## src/rtl/dram_uart_dumper.sv

```systemverilog
// Walks every address of an async-read distributed RAM and sends each byte out as UART 8N1.
// The byte is frozen at LOAD so RAM writes during a frame never disturb the word in flight.
//
// state   | meaning
// --------+----------------------------------------------------------
// S_IDLE  | tx high, waiting for start
// S_LOAD  | one cycle: latch ram_data into the shift register, drop tx
// S_START | start bit (tx low) for CLKS_PER_BIT cycles
// S_DATA  | eight data bits, LSB first, CLKS_PER_BIT cycles each
// S_STOP  | stop bit (tx high); then next address or finish with done
module dram_uart_dumper #(
  parameter int CLKS_PER_BIT = 868,
  parameter int ADDR_W       = 6
) (
  input  logic              clk,
  input  logic              rst_n,
  input  logic              start,
  output logic [ADDR_W-1:0] ram_addr,
  input  logic [7:0]        ram_data,
  output logic              tx,
  output logic              busy,
  output logic              done
);

  localparam int BAUD_W = (CLKS_PER_BIT > 1) ? $clog2(CLKS_PER_BIT) : 1;
  localparam logic [BAUD_W-1:0] BAUD_LAST = BAUD_W'(CLKS_PER_BIT - 1);
  localparam logic [ADDR_W-1:0] ADDR_LAST = '1;

  typedef enum logic [2:0] {S_IDLE, S_LOAD, S_START, S_DATA, S_STOP} state_t;

  state_t              r_state, r_state_nxt;
  logic [ADDR_W-1:0]   r_addr, r_addr_nxt;
  logic [BAUD_W-1:0]   r_baud, r_baud_nxt;
  logic [2:0]          r_bit, r_bit_nxt;
  logic [7:0]          r_shift, r_shift_nxt;
  logic                r_tx, r_tx_nxt;
  logic                r_busy, r_busy_nxt;
  logic                r_done, r_done_nxt;
  logic                w_baud_end;

  assign w_baud_end = (r_baud == BAUD_LAST);

  always_ff @(posedge clk or negedge rst_n) begin
    if (!rst_n) begin
      r_state <= S_IDLE;
      r_addr  <= '0;
      r_baud  <= '0;
      r_bit   <= '0;
      r_shift <= '0;
      r_tx    <= 1'b1;
      r_busy  <= 1'b0;
      r_done  <= 1'b0;
    end else begin
      r_state <= r_state_nxt;
      r_addr  <= r_addr_nxt;
      r_baud  <= r_baud_nxt;
      r_bit   <= r_bit_nxt;
      r_shift <= r_shift_nxt;
      r_tx    <= r_tx_nxt;
      r_busy  <= r_busy_nxt;
      r_done  <= r_done_nxt;
    end
  end

  always_comb begin
    r_state_nxt = r_state;
    r_addr_nxt  = r_addr;
    r_baud_nxt  = r_baud;
    r_bit_nxt   = r_bit;
    r_shift_nxt = r_shift;
    r_tx_nxt    = r_tx;
    r_busy_nxt  = r_busy;
    r_done_nxt  = 1'b0;
    unique case (r_state)
      S_IDLE: begin
        r_tx_nxt   = 1'b1;
        r_busy_nxt = 1'b0;
        if (start) begin
          r_state_nxt = S_LOAD;
          r_busy_nxt  = 1'b1;
          r_baud_nxt  = '0;
        end
      end
      S_LOAD: begin
        r_shift_nxt = ram_data;
        r_tx_nxt    = 1'b0;
        r_baud_nxt  = '0;
        r_state_nxt = S_START;
      end
      S_START: begin
        if (w_baud_end) begin
          r_baud_nxt  = '0;
          r_bit_nxt   = '0;
          r_tx_nxt    = r_shift[0];
          r_shift_nxt = r_shift >> 1;
          r_state_nxt = S_DATA;
        end else begin
          r_baud_nxt = r_baud + 1'b1;
        end
      end
      S_DATA: begin
        if (w_baud_end) begin
          r_baud_nxt = '0;
          if (r_bit == 3'd7) begin
            r_tx_nxt    = 1'b1;
            r_state_nxt = S_STOP;
          end else begin
            r_tx_nxt    = r_shift[0];
            r_shift_nxt = r_shift >> 1;
            r_bit_nxt   = r_bit + 1'b1;
          end
        end else begin
          r_baud_nxt = r_baud + 1'b1;
        end
      end
      S_STOP: begin
        if (w_baud_end) begin
          r_baud_nxt = '0;
          // Address only wraps on completion, so a dump never repeats a word.
          if (r_addr == ADDR_LAST) begin
            r_addr_nxt  = '0;
            r_busy_nxt  = 1'b0;
            r_done_nxt  = 1'b1;
            r_state_nxt = S_IDLE;
          end else begin
            r_addr_nxt  = r_addr + 1'b1;
            r_state_nxt = S_LOAD;
          end
        end else begin
          r_baud_nxt = r_baud + 1'b1;
        end
      end
      default: begin
        r_state_nxt = S_IDLE;
      end
    endcase
  end

  assign ram_addr = r_addr;
  assign tx       = r_tx;
  assign busy     = r_busy;
  assign done     = r_done;

endmodule

```

## config.mk

```make
export PLATFORM = sky130hd
export DESIGN_NAME = dram_uart_dumper
export DESIGN_NICKNAME = d
export VERILOG_FILES = /design/src/rtl/dram_uart_dumper.sv
export SDC_FILE = /design/constraint.sdc
export NUM_CORES = 1
export LEC_CHECK = 0
export ABC_AREA = 1
export CORE_MARGIN = 2
export CORE_UTILIZATION = 52
export CTS_BUF_LIST = sky130_fd_sc_hd__clkbuf_4 sky130_fd_sc_hd__clkbuf_8
export DETAILED_ROUTE_END_ITERATION = 16
export GPL_TIMING_DRIVEN = 0
export PLACE_DENSITY = 0.83
export SYNTH_ARGS = -nofsm -noshare
export SYNTH_HDL_FRONTEND = slang
export SYNTH_SLANG_ARGS = --single-unit
```

## constraint.sdc

```tcl
create_clock -name clk -period 3.1 [get_ports clk]
set_clock_uncertainty 0.1 [all_clocks]
set_input_delay 0.465 -clock clk [delete_from_list [all_inputs] [get_ports clk]]
set_output_delay 0.465 -clock clk [all_outputs]
set_load 0.1 [all_outputs]
```

==> results.py, run 1 <==
metrics = {
    "logic_synthesis": {
        "ys_seq_area_frac": 0.4147,
        "yosys_warnings": 0,
        "synth_compound_area_frac": 0.03074,
        "syn_area_sq_um": 1994,
        "synth-simple-area-share": 0.4624,
        "synth_seq_cells": 33,
        "synth_adder_area_share": 0.02509,
        "synthXorXnorAreaFrac": 0.008783,
        "avgSynthCellArea_sq_um": 7.226,
        "synth_top_family_by_area": "simple AND/OR/NAND/NOR gates",
        "synth_edf_count": 0,
        "synthMuxAreaShare": 0,
        "syn_inst": 276,
        "synth_ff_type": "dfrtp_1",
        "async_reset_ff_frac": 1.000,
        "syn-num-nets": 291,
        "yosysUniqueCellTypes": 28,
    },
    "timing": {
        "rsz0062_at_grt": "false",
        "setup_viol": 0,
        "post-route-period-util": 0.8087,
        "tns_ns": 0,
        "fmax_ghz": 0.3989,
        "relSlewSlack": 0.3554,
        "maxSlewViolCount": 0,
        "tightestPinTransition_ns": 0.9639,
        "hold_viol_final": 0,
        "period_needed_ns": 2.507,
    },
    "clock_tree": {
        "cts_setup_buffers": 0,
        "clkLatencyLatePin_ns": 0.29,
        "cts-resized-gates": 0,
        "htree_num_levels": 2,
        "cts_tree": "built",
        "path_clk_slew_ns": 0.07,
        "clockBufferDepth": 2,
        "cts_hold_buffers": 0,
        "cts_sinks": 33,
        "cts_buffers": 5,
        "cts_root_buffer": "clkbuf_8",
    },
    "die": {
        "rows": 22,
        "dieArea_sq_um": 4347,
        "core_sq_um": 3661,
        "io_pins": 20,
        "die_w_um": 65.93,
        "fp.dieH_um": 65.93,
        "start_util": 0.5448,
    },
    "finish": {
        "layout_common_cells": "nand2_1 (123), dfrtp_1 (32), nand3_1 (29), inv_1 (20)",
        "drive_gt1_frac": 0.1122,
        "final_common_cell": "nand2_1",
        "finalInstanceArea_sq_um": 2326,
        "num-nets-final": 317,
        "antennaDiodeCount": 0,
        "n_fill_cell": 334,
        "area_delta_synth_final_pct": 16.62,
    },
    "global_routing": {
        "grt_pass1_vias": 1806,
        "grt_pass1_wl_um": 7458,
        "overflow": 0,
        "grt_max_degree": 34,
        "grt_usage": 0.2262,
        "antenna_found_initial": 0,
    },
    "setup_path": {
        "cp.required_ns": 2.53,
        "startpoint": "tx$_DFFE_PN1P_",
        "rr_startpoint": "r_baud[0]$_DFFE_PN0P_",
        "arrival_ns": 1.94,
        "reg2reg_to": "r_shift[7]$_DFFE_PN0P_",
        "worstSetupStartpointType": "flip-flop",
        "crit_path_max_incr_delay_ns": 1.12,
        "r2r_slack_ns": 1.42,
        "crit_family": "buffers and inverters",
        "rr_worst_depth": 8,
        "crit_path_end_kind": "output pin",
        "path_buf_inv": 1,
        "path_cells": "clkdlybuf4s50_1",
        "crit_slowest_cell": "clkdlybuf4s50_1",
        "cp_max_fo": 2,
        "crit_type": "flip-flop to output pin",
    },
    "power_and_ir_drop": {
        "p_leak_nw": 1.154,
        "p_per_area_nw_per_um2": 334.3,
        "peakVddDrop_mv": 0.2654,
    },
    "min_path": {
        "hold_class": "input port to asynchronous set/reset pin",
    },
    "drt": {
        "drt-pass1-iter-count": 4,
        "routed_wl_um": 4044,
        "remaining_drc_errors": 0,
        "drt_iter0_drc": 92,
        "ant_nets": 0,
        "avgViaCountPerCell": 5.262,
        "routed-via-count": 1847,
        "wl_per_cell_um": 11.52,
    },
    "flow_run": {
        "cap_violations": 0,
    },
    "run_status": {
        "status": "finished, final reports clean",
    },
    "placed_design": {
        "dp_hpwl_um": 2932,
        "gp_congestion": 0.8639,
        "numPortBuffers": 19,
        "placed_cell_area_sq_um": 2240,
    },
}
[cells by family after synthesis]
| kind of cell | after synthesis |
|---|---|
| AO/OA/AOI/OAI | 11 |
| AND/OR/NAND/NOR | 200 |
| flip-flops | 33 |
| adder cells (fa/ha/maj) | 4 |
| buffers and inverters | 26 |
| XOR/XNOR | 2 |
[flip-flops by register name, indices dropped and copies added, names as in the netlist]
name      flops
r_baud       10
ram_addr      6
tx            1
r_state       3
done          1
busy          1
r_bit         3
r_shift       8
[synth_stat cells (2+ instances only)]
master,instances,share of area
nand2_1,123,0.23
dfrtp_1,32,0.40
nand3_1,29,0.073
inv_1,20,0.038
nor2_1,18,0.034
nand4_1,7,0.022
o21ai_0,7,0.018
nand2_2,5,0.016
ha_1,4,0.025
nand3b_1,4,0.015
nand2_4,3,0.017
a21oi_1,2,0.0050
buf_6,2,0.011
inv_2,2,0.0038
nand3_2,2,0.010
nor2_4,2,0.011
nor3_1,2,0.0050
or2_2,2,0.0063
[power breakdown]
| group | switching (W) | leakage, nW | internal, W | total [W] |
|---|---|---|---|---|
| clock network | 0.000158 | 0.0484 | 0.000164 | 0.000322 |
| registers | 0 | 0.395 | 0.000431 | 0.000431 |
| logic | 0.0000117 | 0.710 | 0.0000127 | 0.0000245 |
| total | 0.000170 | 1.15 | 0.000607 | 0.000777 |
[metrics by stage]
step | utilization | std cells | power (W) | hold WS (ns) | setup WS, ns
after global placement | 0.6131 | 343 | 0.0004643 | 0.3529 | 0.8151
final | 0.6353 | 351 | 0.0007775 | 0.1291 | 0.5931
after detailed placement | 0.6118 | 343 | 0.0004639 | 0.3560 | 0.8975
after CTS | 0.6353 | 351 | 0.0007898 | 0.1486 | 0.5791
after global routing | 0.6353 | 351 | 0.0008191 | 0.1871 | 0.5574
after floorplan | - | 276 | 0.0004433 | 0.06941 | 0.9568
[how the worst max path moves through the flow]
stage | slack (ns) | to | cells past startpoint
final | 0.59 | tx | 1
after global routing | 0.56 | tx | 1
after CTS | 0.58 | tx | 1
after detailed placement | 0.90 | tx | 1
after global placement | 0.82 | r_shift[1]$_DFFE_PN0P_ | 1
after floorplan | 0.96 | busy$_DFFE_PN0P_ | 8
[layout make-up]
type | instances | area (sq um) | area share
plain buffers | 2 | 22.52 | 0.009683
inverters | 24 | 93.84 | 0.04034
well taps | 48 | 60.06 | 0.02582
clock inverters | 2 | 10.01 | 0.004303
repair buffers | 19 | 185.2 | 0.07961
multi-input cells | 217 | 1051 | 0.4519
flip-flops and latches | 33 | 827.0 | 0.3556
clock buffers | 6 | 76.32 | 0.03281
[per-layer routing]
metal | global-route usage | share of wire
met5 | 0 | 0
met1 | 0.2689 | 0.46
met4 | 0.08929 | 0.014
met3 | 0.07155 | 0.031
met2 | 0.3801 | 0.49
Note: power is estimated with default switching activity, not from simulation.
==> run 2, diff against run 1 <==
==> constraint.sdc (replaced) <==
create_clock -name clk -period 2.5 [get_ports clk]
set_clock_uncertainty 0.1 [all_clocks]
set_input_delay 0.375 -clock clk [delete_from_list [all_inputs] [get_ports clk]]
set_output_delay 0.375 -clock clk [all_outputs]
set_load 0.1 [all_outputs]
==> results of run 2 <==
The final DEF is identical to that of run 1. Status: finished, final reports clean.
Main changes from that run: setup slack after placement 0.8975 ns -> 0.3875 ns; setup slack after layout 0.5931 ns -> 0.08313 ns; hold slack 0.1291 ns -> 0.03914 ns; register-to-register setup slack 1.42 ns -> 0.82 ns; total power 0.0007775 W -> 0.0009641 W; worst IR drop on VDD 0.2654 mV -> 0.3291 mV
